$ cat src/rtl/rtype_sequencer.sv
// rtype_sequencer: hardwired fetch/execute control for register-to-register
// ALU instructions. Drives DataPath strobes, handshakes with the ALU
// (start/finished) under a timeout, and handles HI/LO writeback for MUL/DIV.
// All outputs are registered and decoded from the next state, so every
// strobe is high for exactly the cycle the FSM sits in its state.
module rtype_sequencer #(
  parameter int                     DATA_WIDTH    = 32,
  parameter int                     OP_WIDTH      = 5,
  parameter int                     REG_SEL_WIDTH = 4,
  parameter logic [OP_WIDTH-1:0]    OPC_MUL       = 5'b01110,
  parameter logic [OP_WIDTH-1:0]    OPC_DIV       = 5'b01111,
  parameter int                     ALU_TIMEOUT   = 64
) (
  input  logic                     Clock,
  input  logic                     clear,
  input  logic                     run,
  input  logic [DATA_WIDTH-1:0]    IR,
  input  logic                     finished,
  output logic                     PCout,
  output logic                     MARin,
  output logic                     IncPC,
  output logic                     RZin,
  output logic                     RZLOout,
  output logic                     RZHIout,
  output logic                     PCin,
  output logic                     Read,
  output logic                     MDRin,
  output logic                     MDRout,
  output logic                     IRin,
  output logic                     RFout,
  output logic                     RYin,
  output logic                     RFin,
  output logic                     RHIin,
  output logic                     RLOin,
  output logic [REG_SEL_WIDTH-1:0] RFSelect,
  output logic [OP_WIDTH-1:0]      opSelect,
  output logic                     start,
  output logic                     busy,
  output logic                     done,
  output logic                     error
);

  // IR field layout: opcode at the top, then Ra, Rb, Rc (MSB-first).
  localparam int OP_LSB = DATA_WIDTH - OP_WIDTH;
  localparam int RA_MSB = OP_LSB - 1;
  localparam int RB_MSB = RA_MSB - REG_SEL_WIDTH;
  localparam int RC_MSB = RB_MSB - REG_SEL_WIDTH;
  localparam int LOW_W  = RC_MSB + 1 - REG_SEL_WIDTH;

  localparam int                CNT_W    = $clog2(ALU_TIMEOUT) + 1;
  localparam logic [CNT_W-1:0]  CNT_LAST = CNT_W'(ALU_TIMEOUT - 1);

  typedef enum logic [3:0] {
    IDLE, T0, T1, T2, T3, T4, WAIT_ALU, T5, T6, DONE
  } state_t;

  // Registered control word; one field per DataPath/ALU output.
  typedef struct packed {
    logic                     pc_out;
    logic                     mar_in;
    logic                     inc_pc;
    logic                     rz_in;
    logic                     rz_lo_out;
    logic                     rz_hi_out;
    logic                     pc_in;
    logic                     read;
    logic                     mdr_in;
    logic                     mdr_out;
    logic                     ir_in;
    logic                     rf_out;
    logic                     ry_in;
    logic                     rf_in;
    logic                     rhi_in;
    logic                     rlo_in;
    logic [REG_SEL_WIDTH-1:0] rf_sel;
    logic [OP_WIDTH-1:0]      op_sel;
    logic                     start;
    logic                     busy;
    logic                     done;
  } ctl_t;

  state_t                   state, state_nxt;
  ctl_t                     ctl_q, ctl_nxt;
  logic [OP_WIDTH-1:0]      op_q;
  logic [REG_SEL_WIDTH-1:0] ra_q, rb_q, rc_q;
  logic [CNT_W-1:0]         cnt;
  logic                     hilo;
  logic                     alu_timeout;

  logic [OP_WIDTH-1:0]      ir_op;
  logic [REG_SEL_WIDTH-1:0] ir_ra, ir_rb, ir_rc;

  assign ir_op = IR[DATA_WIDTH-1 -: OP_WIDTH];
  assign ir_ra = IR[RA_MSB -: REG_SEL_WIDTH];
  assign ir_rb = IR[RB_MSB -: REG_SEL_WIDTH];
  assign ir_rc = IR[RC_MSB -: REG_SEL_WIDTH];

  // Low IR bits carry no R-type field; fold them away explicitly.
  if (LOW_W > 0) begin : g_unused
    logic unused_ir_low;
    assign unused_ir_low = ^IR[LOW_W-1:0];
  end

  assign hilo        = (op_q == OPC_MUL) || (op_q == OPC_DIV);
  assign alu_timeout = (state == WAIT_ALU) && !finished && (cnt == CNT_LAST);

  // State register.
  always_ff @(posedge Clock) begin
    if (!clear) state <= IDLE;
    else        state <= state_nxt;
  end

  // Next-state logic and Moore output decode of the next state.
  always_comb begin
    state_nxt = state;
    ctl_nxt   = '0;
    unique case (state)
      IDLE:     if (run) state_nxt = T0;
      T0:       state_nxt = T1;
      T1:       state_nxt = T2;
      T2:       state_nxt = T3;
      T3:       state_nxt = T4;
      T4:       state_nxt = WAIT_ALU;
      WAIT_ALU: begin
        // finished wins over a timeout landing on the same cycle
        if (finished)         state_nxt = T5;
        else if (alu_timeout) state_nxt = DONE;
      end
      T5:       state_nxt = hilo ? T6 : DONE;
      T6:       state_nxt = DONE;
      DONE:     state_nxt = run ? T0 : IDLE;
      default:  state_nxt = IDLE;
    endcase

    ctl_nxt.busy = (state_nxt != IDLE);
    unique case (state_nxt)
      T0: begin
        ctl_nxt.pc_out = 1'b1;
        ctl_nxt.mar_in = 1'b1;
        ctl_nxt.inc_pc = 1'b1;
        ctl_nxt.rz_in  = 1'b1;
      end
      T1: begin
        ctl_nxt.rz_lo_out = 1'b1;
        ctl_nxt.pc_in     = 1'b1;
        ctl_nxt.read      = 1'b1;
        ctl_nxt.mdr_in    = 1'b1;
      end
      T2: begin
        ctl_nxt.mdr_out = 1'b1;
        ctl_nxt.ir_in   = 1'b1;
      end
      T3: begin
        // fields are latched on this same edge, so take Rb straight from IR
        ctl_nxt.rf_sel = ir_rb;
        ctl_nxt.rf_out = 1'b1;
        ctl_nxt.ry_in  = 1'b1;
      end
      T4: begin
        ctl_nxt.rf_sel = rc_q;
        ctl_nxt.rf_out = 1'b1;
        ctl_nxt.rz_in  = 1'b1;
        ctl_nxt.op_sel = op_q;
        ctl_nxt.start  = 1'b1;
      end
      WAIT_ALU: begin
        ctl_nxt.op_sel = op_q;
        ctl_nxt.rz_in  = 1'b1;
      end
      T5: begin
        ctl_nxt.rz_lo_out = 1'b1;
        if (hilo) begin
          ctl_nxt.rlo_in = 1'b1;
        end else begin
          ctl_nxt.rf_sel = ra_q;
          ctl_nxt.rf_in  = 1'b1;
        end
      end
      T6: begin
        ctl_nxt.rz_hi_out = 1'b1;
        ctl_nxt.rhi_in    = 1'b1;
      end
      DONE:    ctl_nxt.done = 1'b1;
      default: ;
    endcase
  end

  // Output register.
  always_ff @(posedge Clock) begin
    if (!clear) ctl_q <= '0;
    else        ctl_q <= ctl_nxt;
  end

  // Capture opcode and register fields on entry to T3; later IR changes are ignored.
  always_ff @(posedge Clock) begin
    if (!clear) begin
      op_q <= '0;
      ra_q <= '0;
      rb_q <= '0;
      rc_q <= '0;
    end else if (state_nxt == T3) begin
      op_q <= ir_op;
      ra_q <= ir_ra;
      rb_q <= ir_rb;
      rc_q <= ir_rc;
    end
  end

  // WAIT_ALU cycle counter; held at zero outside WAIT_ALU so each entry starts fresh.
  always_ff @(posedge Clock) begin
    if (!clear)                 cnt <= '0;
    else if (state != WAIT_ALU) cnt <= '0;
    else                        cnt <= cnt + CNT_W'(1);
  end

  // Sticky timeout flag; only reset clears it.
  always_ff @(posedge Clock) begin
    if (!clear)           error <= 1'b0;
    else if (alu_timeout) error <= 1'b1;
  end

  assign PCout    = ctl_q.pc_out;
  assign MARin    = ctl_q.mar_in;
  assign IncPC    = ctl_q.inc_pc;
  assign RZin     = ctl_q.rz_in;
  assign RZLOout  = ctl_q.rz_lo_out;
  assign RZHIout  = ctl_q.rz_hi_out;
  assign PCin     = ctl_q.pc_in;
  assign Read     = ctl_q.read;
  assign MDRin    = ctl_q.mdr_in;
  assign MDRout   = ctl_q.mdr_out;
  assign IRin     = ctl_q.ir_in;
  assign RFout    = ctl_q.rf_out;
  assign RYin     = ctl_q.ry_in;
  assign RFin     = ctl_q.rf_in;
  assign RHIin    = ctl_q.rhi_in;
  assign RLOin    = ctl_q.rlo_in;
  assign RFSelect = ctl_q.rf_sel;
  assign opSelect = ctl_q.op_sel;
  assign start    = ctl_q.start;
  assign busy     = ctl_q.busy;
  assign done     = ctl_q.done;

endmodule

$ cat config.mk
export PLATFORM = sky130hd
export DESIGN_NAME = rtype_sequencer
export DESIGN_NICKNAME = d
export VERILOG_FILES = /design/src/rtl/rtype_sequencer.sv
export SDC_FILE = /design/constraint.sdc
export NUM_CORES = 1
export LEC_CHECK = 0
export BUFFER_PORTS_ARGS = -buffer_cell sky130_fd_sc_hd__buf_2
export CELL_PAD_IN_SITES_DETAIL_PLACEMENT = 0
export CELL_PAD_IN_SITES_GLOBAL_PLACEMENT = 1
export CORE_ASPECT_RATIO = 0.5
export CORE_MARGIN = 2
export CORE_UTILIZATION = 38
export CTS_BUF_LIST = sky130_fd_sc_hd__clkbuf_8
export DETAILED_ROUTE_END_ITERATION = 8
export HOLD_SLACK_MARGIN = 0.06
export PLACE_DENSITY_LB_ADDON = 0.15
export SYNTH_ARGS = -nofsm -noshare
export SYNTH_HDL_FRONTEND = slang
export SYNTH_SLANG_ARGS = --single-unit
$ cat constraint.sdc
create_clock -name Clock -period 2.1 [get_ports Clock]
set_clock_uncertainty 0.2 [all_clocks]
set_input_delay 0.42 -clock Clock [delete_from_list [all_inputs] [get_ports Clock]]
set_output_delay 0.42 -clock Clock [all_outputs]
set_load 0.02 [all_outputs]
==> out/results.tsv, run 1 <==
metric	value	unit
TritonCTS clock tree	built	
main flop type after synthesis	dfxtp_1	
GRT Residual Overflow	0	
NumNets Final	295	
post-synthesis adder-cell area fraction	0.665	%
R2R Path Start	cnt[0]	
vias in the first global route	1292	
Syn-to-layout area delta	27.8	%
WP data required	2.10	ns
Worst setup endpoint	RFSelect[0]	
area of the multi-input gates	851	um2
Arr. time, crit path	2.01	ns
top cells by count, synth	47 x dfxtp_1, 32 x nand2_1, 23 x nor2_1, 17 x a21oi_1, 10 x buf_4	
core area	4840	um2
CTS Sinks	47	
Setup crit start	cnt[0]	
Yosys reg bits	47	
n_diodes	0	
register area	941	um2
1st-iter DRT viols	36	
fillers	465	
initial antenna violation count	0	
Initial Util	38.8	%
Mapped Cells	201	
top cells by area, synth	dfxtp_1 50%, nand2_1 6.4%, nor2_1 4.6%	
Peak VDD IR	0.391	mV
worst hold-check path type	in2reg	
Slew headroom	64.7	%
CP Capture Type	register	
mux contribution to synthesized area	0	%
final worst-path setup slack	0.0916	ns
final wirelength	4020	um
first-pass GRT wire length	6100	um
syn avg cell area	9.36	um2
layout cells sized above 1	34.4	%
via count	1532	
largest family of logic cells by synthesized area	simple AND/OR/NAND/NOR gates	
Final min period	2.01	ns
top cell type's share of synthesized area	50.0	%
Reg clk slew, reported paths	0.09	ns
sequential cell area fraction in the yosys report	50.0	%
syn nets	238	
Post-DP Area	2220	um2
complex-gate fraction of the synthesized area	14.6	%
worst reg2reg endpoint	RFSelect[0]	
Inserted Clock Buffers	5	
count of different cell masters after synthesis	44	
PnR Total Power	2.22	mW
final count of pins violating max slew	0	
Worst R2R Setup Slack	0.09	ns
row cnt	18	
DRC viols	0	
actual slew at the worst max-slew pin	0.528	ns
Ports	65	
Synth area leader	dfxtp_1	
f_max	0.498	GHz
Clock Root Buffer	clkbuf_8	
Leak Pwr	1.08	nW
design area	2400	um2
Final period util	95.6	%
status	finished clean	
number of flops mapped to enable cells by yosys	0	
top-count cell post-synth	dfxtp_1	
vias per cell	4.66	
DP Wirelength	3010	um
max-cap violations	0	
antenna viol nets, final	0	
Die X-Extent	103	um
Reg2Reg Depth	8	
final setup vio count	0	
Synthesis Warnings	0	
H-tree levels	2	
CTS hold repair buffers	0	
Avg WL per Cell	12.2	um
critical path peak fanout	5	
Die Height	53.7	um
# port buffers	49	
Simple-Gate Fraction of Synth Area	23.5	%
die area	5560	um2
Final Hold Vio Count	0	
DR pass1 iterations	4	
gpl congestion	0.732	
Synth Cell Area	1880	um2
CP Class	reg2reg	
Worst setup SP type	register	
post-synthesis xor/xnor area fraction	4.26	%
largest net degree at the start of global routing	16	
overall routing resource usage	15.1	%
PwrDens	922	nW/um2
Clk Latency, worst-skew pair	0.30	ns
Place WS	-0.0102	ns
ys async rst share	0	%
Clock Path Buffers	2	
cell families (layout without fill, tap and decap cells):
logic type / Yosys count / in the layout
xor gates and xnor gates: 7 / 7
adders and majority gates: 1 / 1
DFF: 47 / 47
AOI/OAI and AO/OA: 41 / 41
and+or+nand+nor: 85 / 85
buffers and inverters: 20 / 78
flip-flops by register name, indices dropped and copies added, names as in the netlist, 4 cells and up:
name and flops:
cnt 7, opSelect 5, op_q 5, RFSelect 4, ra_q 4, rc_q 4
state 4
layer usage:
metal	part of all wire (%)	vias to the layer above	GRT usage [%]	wire length (um)
li1	-	794	-	-
met1	51	701	20.5	2040
met2	43	32	22.5	1740
met3	4.7	5	5.58	190
met4	1.2	0	4.61	48
met5	0	-	0	0
how the worst min path moves through the flow:
stage	startpoint	endpoint	depth (start not counted)	slack [ns]
2_1_floorplan	cnt[0]	cnt[0]	1	0.21
3_3_place_gp	cnt[0]	cnt[0]	1	0.23
3_5_place_dp	cnt[0]	cnt[0]	1	0.23
4_1_cts	IR[17]	rc_q[2]	3	0.14
5_1_grt	IR[23]	ra_q[0]	3	0.14
6_report	IR[29]	op_q[2]	3	0.15
layout by cell type, fill, tap and decap left out, types with 2 or more instances in the layout:
cell | synthesis | routed
and3_1 | 7 | 7
bufinv_16 | 0 | 2
clkbuf_8 | 0 | 5
nor3_1 | 3 | 3
and2_1 | 4 | 3
xnor2_1 | 3 | 3
nor2b_1 | 2 | 2
o21ai_0 | 3 | 2
nor3b_1 | 4 | 3
o21ai_1 | 2 | 3
buf_2 | 2 | 49
buf_4 | 10 | 16
or3_1 | 2 | 2
dfxtp_1 | 47 | 47
inv_1 | 3 | 4
a41oi_1 | 4 | 3
nand2_1 | 32 | 32
a21oi_1 | 17 | 17
a22oi_1 | 4 | 4
nor2_1 | 23 | 23
xor2_1 | 3 | 3
metrics by stage:
step	hold slack (ns)	std cells	util, %	TNS [ns]
final	0.146	329	49.6	0
after global routing	0.136	329	49.6	-0.00941
after CTS	0.140	328	48.7	0
after detailed placement	0.232	320	45.8	-0.0102
after global placement	0.226	320	45.8	0
after floorplan	0.213	201	-	0
cell type report:
cell class              instances  share of cell area (%)
clock buffers                   5                    2.86
inverters                       4                   0.625
well taps                      70                    3.64
clock inverters                 3                    2.65
repair buffers                 66                    15.7
flip-flops and latches         47                    39.1
multi-input cells             134                    35.4
worst max-delay path, stage by stage (launching register included):
cell and delay [ns]:
dfxtp_1 0.36, ha_2 0.21, nand3_2 0.15, nor4_4 0.31
buf_6 0.17, o41ai_1 0.08, buf_4 0.17, a41oi_1 0.21
nor2_1 0.06
power breakdown:
part | switching [mW] | internal, mW | leakage (nW)
logic | 0.274 | 0.204 | 0.632
clock network | 0.302 | 0.471 | 0.0695
registers | 0.0269 | 0.937 | 0.380
total | 0.603 | 1.61 | 1.08
what timing repair did:
item	CTS	global route
pin swaps	0	1
resized for setup	1	9
endpoints found under the setup margin	1	30
buffers inserted	0	1
No activity file was read; power rests on OpenSTA's default activity.
==> run 2, diff against run 1 <==
--- a/config.mk
+++ b/config.mk
@@ -5,12 +5,13 @@
 export SDC_FILE = /design/constraint.sdc
 export NUM_CORES = 1
 export LEC_CHECK = 0
+export ABC_AREA = 1
 export BUFFER_PORTS_ARGS = -buffer_cell sky130_fd_sc_hd__buf_2
 export CELL_PAD_IN_SITES_DETAIL_PLACEMENT = 0
 export CELL_PAD_IN_SITES_GLOBAL_PLACEMENT = 1
 export CORE_ASPECT_RATIO = 0.5
 export CORE_MARGIN = 2
-export CORE_UTILIZATION = 38
+export CORE_UTILIZATION = 36
 export CTS_BUF_LIST = sky130_fd_sc_hd__clkbuf_8
 export DETAILED_ROUTE_END_ITERATION = 8
 export HOLD_SLACK_MARGIN = 0.06
==> out/results.tsv, run 2 <==
metric	value	unit
actual slew at the worst max-slew pin	0.489	ns
initial antenna violation count	0	
sequential cell area fraction in the yosys report	51.1	%
via count	1520	
syn nets	266	
gpl congestion	0.825	
Reg clk slew, reported paths	0.08	ns
H-tree levels	2	
number of flops mapped to enable cells by yosys	0	
overall routing resource usage	13.8	%
Die Height	54.6	um
final setup vio count	0	
Place WS	0.201	ns
die area	5740	um2
hold path depth	3	
DRC viols	0	
CP Capture Type	register	
Inserted Clock Buffers	5	
worst hold-check path type	in2reg	
final count of pins violating max slew	0	
Synthesis Warnings	0	
Worst setup SP type	register	
top cells by area, synth	dfxtp_1 51%, nor2_1 6.7%, nand2_1 6.1%	
Final period util	90.6	%
layout cells sized above 1	33.7	%
top cells by count, synth	47 x dfxtp_1, 33 x nor2_1, 30 x nand2_1, 21 x inv_1, 18 x o21ai_0	
PwrDens	842	nW/um2
Clock Path Buffers	2	
WP data required	2.07	ns
max reg flops	7	
NumNets Final	316	
Arr. time, crit path	1.88	ns
f_max	0.526	GHz
Clock Root Buffer	clkbuf_8	
Ports	65	
Worst Hold Launch	IR[17]	
Final Hold Vio Count	0	
TritonCTS clock tree	built	
final worst-path setup slack	0.198	ns
# port buffers	49	
PnR Total Power	1.89	mW
RSZ-0062 raised after global routing	false	
1st-iter DRT viols	37	
Top reg by flops	cnt	
worst reg2reg endpoint	RZin	
most common cell after layout, fill and taps aside	buf_2	
Syn-to-layout area delta	22.0	%
n_diodes	0	
top-count cell post-synth	dfxtp_1	
Slew headroom	67.3	%
WHS Endpoint	rc_q[2]	
Avg WL per Cell	10.8	um
Clk Latency, worst-skew pair	0.29	ns
final wirelength	3770	um
vias in the first global route	1219	
row cnt	18	
syn avg cell area	8.04	um2
R2R Path Start	cnt[0]	
status	finished clean	
top cell type's share of synthesized area	51.1	%
Die X-Extent	105	um
main flop type after synthesis	dfxtp_1	
Yosys reg bits	47	
Peak VDD IR	0.279	mV
Final min period	1.90	ns
Worst R2R Setup Slack	0.20	ns
Synth area leader	dfxtp_1	
Post CTS Setup Buffer Count	0	
Initial Util	37.3	%
Leak Pwr	1.03	nW
setup TNS	0	ns
CTS hold repair buffers	0	
GRT Residual Overflow	0	
commonest cells after routing, fill and taps aside	49 x buf_2, 47 x dfxtp_1, 33 x nor2_1, 30 x nand2_1, 22 x inv_1	
count of different cell masters after synthesis	25	
DR pass1 iterations	4	
CP Class	reg2reg	
critical path peak fanout	6	
core area	4930	um2
vias per cell	4.36	
max-cap violations	0	
antenna viol nets, final	0	
first-pass GRT wire length	5870	um
post-cts resize count	0	
DP Wirelength	2900	um
Reg2Reg Depth	10	
Mapped Cells	229	
Synth Cell Area	1840	um2
CTS Sinks	47	
ys async rst share	0	%
largest net degree at the start of global routing	19	
==> run 2: power by group <==
group,switching (mW),internal (mW)
clock,0.281,0.344
combinational,0.202,0.105
sequential,0.0240,0.933
total,0.507,1.38
==> run 2: per-stage QoR <==
step	area (um2)	util, %	instances	hold WS [ns]
after detailed placement	2140	43.5	342	0.237
after CTS	2250	45.5	349	0.179
final	2250	45.5	349	0.180
after floorplan	1840	-	229	0.218
after global routing	2250	45.5	349	0.198
after global placement	2140	43.5	342	0.230
==> run 2: metal layers <==
layer  wire, um  track usage [%]  vias to the layer above
met4         24             4.67                        0
met3        208             4.52                        2
met2       1480             19.5                       35
met1       2050             19.7                      670
met5          0                0                        -
li1           -                -                      813
==> run 2: critical path, cell delays in order (launching register included) <==
cell and delay [ns]:
dfxtp_1 0.36, ha_1 0.17, nand2_1 0.09, nor2_2 0.12, nand2_2 0.09, o21ai_2 0.19, nand2_2 0.12, nor2_2 0.20
nor2_4 0.06, nand2_4 0.12, o21ai_2 0.06
==> run 2: worst max-delay path by stage <==
stage,to,cells past startpoint,startpoint,slack [ns]
4_1_cts,RZin,10,cnt[0],0.18
2_1_floorplan,RZin,10,cnt[0],0.38
3_5_place_dp,RZin,10,cnt[0],0.20
5_1_grt,RZin,10,cnt[0],0.08
6_report,RZin,10,cnt[0],0.20
3_3_place_gp,RZin,10,cnt[0],0.22
==> run 2: cell families after synthesis <==
group                    after synthesis  synth area share (%)
adder cells (fa/ha/maj)                1                 0.680
AND/OR/NAND/NOR                       99                  26.4
AO/OA/AOI/OAI                         40                  11.7
buffers and inverters                 41                  9.58
XOR/XNOR                               1                 0.476
flip-flops                            47                  51.1
==> run 2: final cells by class <==
| type | instances | area, um2 |
|---|---|---|
| well taps | 70 | 87.6 |
| inverters | 31 | 116 |
| fillers | 525 | 2690 |
| clock inverters | 2 | 33.8 |
| multi-input cells | 141 | 723 |
| clock buffers | 5 | 68.8 |
| repair buffers | 53 | 275 |
| flip-flops and latches | 47 | 941 |
==> run 3, diff against run 2 <==
--- a/config.mk
+++ b/config.mk
@@ -11,11 +11,12 @@
 export CELL_PAD_IN_SITES_GLOBAL_PLACEMENT = 1
 export CORE_ASPECT_RATIO = 0.5
 export CORE_MARGIN = 2
-export CORE_UTILIZATION = 36
+export CORE_UTILIZATION = 39
 export CTS_BUF_LIST = sky130_fd_sc_hd__clkbuf_8
 export DETAILED_ROUTE_END_ITERATION = 8
 export HOLD_SLACK_MARGIN = 0.06
 export PLACE_DENSITY_LB_ADDON = 0.15
+export SETUP_SLACK_MARGIN = 0.3
 export SYNTH_ARGS = -nofsm -noshare
 export SYNTH_HDL_FRONTEND = slang
 export SYNTH_SLANG_ARGS = --single-unit
==> constraint.sdc (replaced) <==
create_clock -name Clock -period 2.4 [get_ports Clock]
set_clock_uncertainty 0.2 [all_clocks]
set_input_delay 0.48 -clock Clock [delete_from_list [all_inputs] [get_ports Clock]]
set_output_delay 0.48 -clock Clock [all_outputs]
set_load 0.02 [all_outputs]
==> out/results.tsv, run 3 (synthesis results as in run 2) <==
metric	value	unit
max-cap violations	0	
WHS Endpoint	rc_q[0]	
Clock Root Buffer	clkbuf_8	
dpl cells	328	
actual slew at the worst max-slew pin	0.500	ns
Peak VDD IR	0.275	mV
Leak Pwr	1.03	nW
initial antenna violation count	0	
1st-iter DRT viols	45	
Final Hold Vio Count	0	
Sw Share	28.3	%
gpl congestion	0.859	
worst-path cell chain	ha_1, nand2_1, nor2_2, nand2_2, o21ai_2, nand2_2, nor2_2, nor2_4, nand2_4, o21ai_2	
critical path peak fanout	6	
DP Wirelength	2820	um
first-pass GRT wire length	6110	um
CTS Sinks	47	
layout cells sized above 1	33.7	%
DRC viols	0	
row cnt	17	
internal power	1.14	mW
CP Class	reg2reg	
H-tree levels	2	
Clock Path Buffers	2	
DR pass1 iterations	4	
Slew headroom	66.5	%
worst stage delay on the critical path	0.36	ns
commonest cells after routing, fill and taps aside	49 x buf_2, 47 x dfxtp_1, 33 x nor2_1, 30 x nand2_1, 22 x inv_1	
Initial Util	41.2	%
worst hold-check path type	in2reg	
# port buffers	49	
slowest stage cell, crit path	dfxtp_1	
f_max	0.525	GHz
vias in the first global route	1302	
Die X-Extent	101	um
met1 GRT Util	22.2	%
NumNets Final	315	
Clk Latency, worst-skew pair	0.29	ns
Arr. time, crit path	1.89	ns
CP Capture Type	register	
Post CTS Setup Buffer Count	0	
CTS hold repair buffers	0	
Top reg by flops	cnt	
Final min period	1.90	ns
core area	4470	um2
most common cell after layout, fill and taps aside	buf_2	
Inserted Clock Buffers	5	
fillers	463	
Switch Pwr	0.450	mW
GRT Residual Overflow	0	
final wirelength	3680	um
die area	5320	um2
Seq pwr share	52.7	%
largest net degree at the start of global routing	18	
Avg WL per Cell	10.9	um
GRT busiest layer	met1	
setup TNS	0	ns
WP data required	2.38	ns
final setup vio count	0	
n_diodes	0	
max reg flops	7	
vias per cell	4.40	
R2R Path Start	cnt[0]	
Ports	65	
Worst setup SP type	register	
post-cts resize count	0	
Non-Filler Instances	336	
hold path depth	3	
final count of pins violating max slew	0	
overall routing resource usage	15.4	%
Worst Hold Launch	IR[15]	
grt met2 use	22.1	%
PnR Total Power	1.59	mW
Final period util	79.3	%
Reg clk slew, reported paths	0.09	ns
Syn-to-layout area delta	20.3	%
status	finished clean	
TritonCTS clock tree	built	
RSZ-0062 raised after global routing	false	
PwrDens	718	nW/um2
Die Height	52.6	um
via count	1477	
Reg2Reg Depth	10	
antenna viol nets, final	0	
combinational power share	16.9	%
Worst R2R Setup Slack	0.50	ns
Clock power frac	30.4	%
worst reg2reg endpoint	RZin	
GR Layer Usage met3	5.07	%
==> run 3: critical path: cells and delay by family, from the launching register on <==
kind            cells  cell delay (ns)
fa+ha+maj           1             0.17
simple gates        7             0.79
compound gates      2             0.26
flops               1             0.36
==> run 3: power by group through the flow <==
| stage | clock [mW] | combinational [mW] | sequential, mW |
|---|---|---|---|
| 2_1_floorplan | 0 | 0.185 | 0.875 |
| 3_3_place_gp | 0 | 0.269 | 0.856 |
| 3_5_place_dp | 0 | 0.270 | 0.857 |
| 4_1_cts | 0.506 | 0.271 | 0.838 |
| 5_1_grt | 0.534 | 0.305 | 0.843 |
| 6_report | 0.484 | 0.269 | 0.838 |
==> run 3: worst max-delay path by stage <==
| stage | startpoint | endpoint | slack, ns |
|---|---|---|---|
| 2_1_floorplan | cnt[0] | RZin | 0.68 |
| 3_3_place_gp | cnt[0] | RZin | 0.51 |
| 3_5_place_dp | cnt[0] | RZin | 0.48 |
| 4_1_cts | cnt[0] | RZin | 0.47 |
| 5_1_grt | cnt[0] | RZin | 0.31 |
| 6_report | cnt[0] | RZin | 0.50 |
==> run 3: area by class of cell <==
type	instances	area [um2]	share of cell area (%)
clock buffers	6	82.6	3.73
clock inverters	2	12.5	0.565
inverters	31	116	5.25
multi-input cells	141	723	32.7
flip-flops and latches	47	941	42.5
well taps	57	71.3	3.22
repair buffers	52	268	12.1
==> run 3: per-layer routing <==
layer / part of all wire (%) / up-vias
met5: 0 / -
met4: 0.52 / 0
met3: 5.4 / 4
met2: 40 / 28
met1: 54 / 634
li1: - / 811
==> run 3: through the flow <==
| stage | setup slack, ns | hold WS, ns | instance area, um2 | util (%) |
|---|---|---|---|---|
| after detailed placement | 0.477 | 0.237 | 2120 | 47.5 |
| final | 0.497 | 0.239 | 2210 | 49.6 |
| after CTS | 0.467 | 0.230 | 2210 | 49.6 |
| after floorplan | 0.684 | 0.218 | 1840 | - |
| after global routing | 0.308 | 0.268 | 2210 | 49.6 |
| after global placement | 0.512 | 0.231 | 2120 | 47.5 |
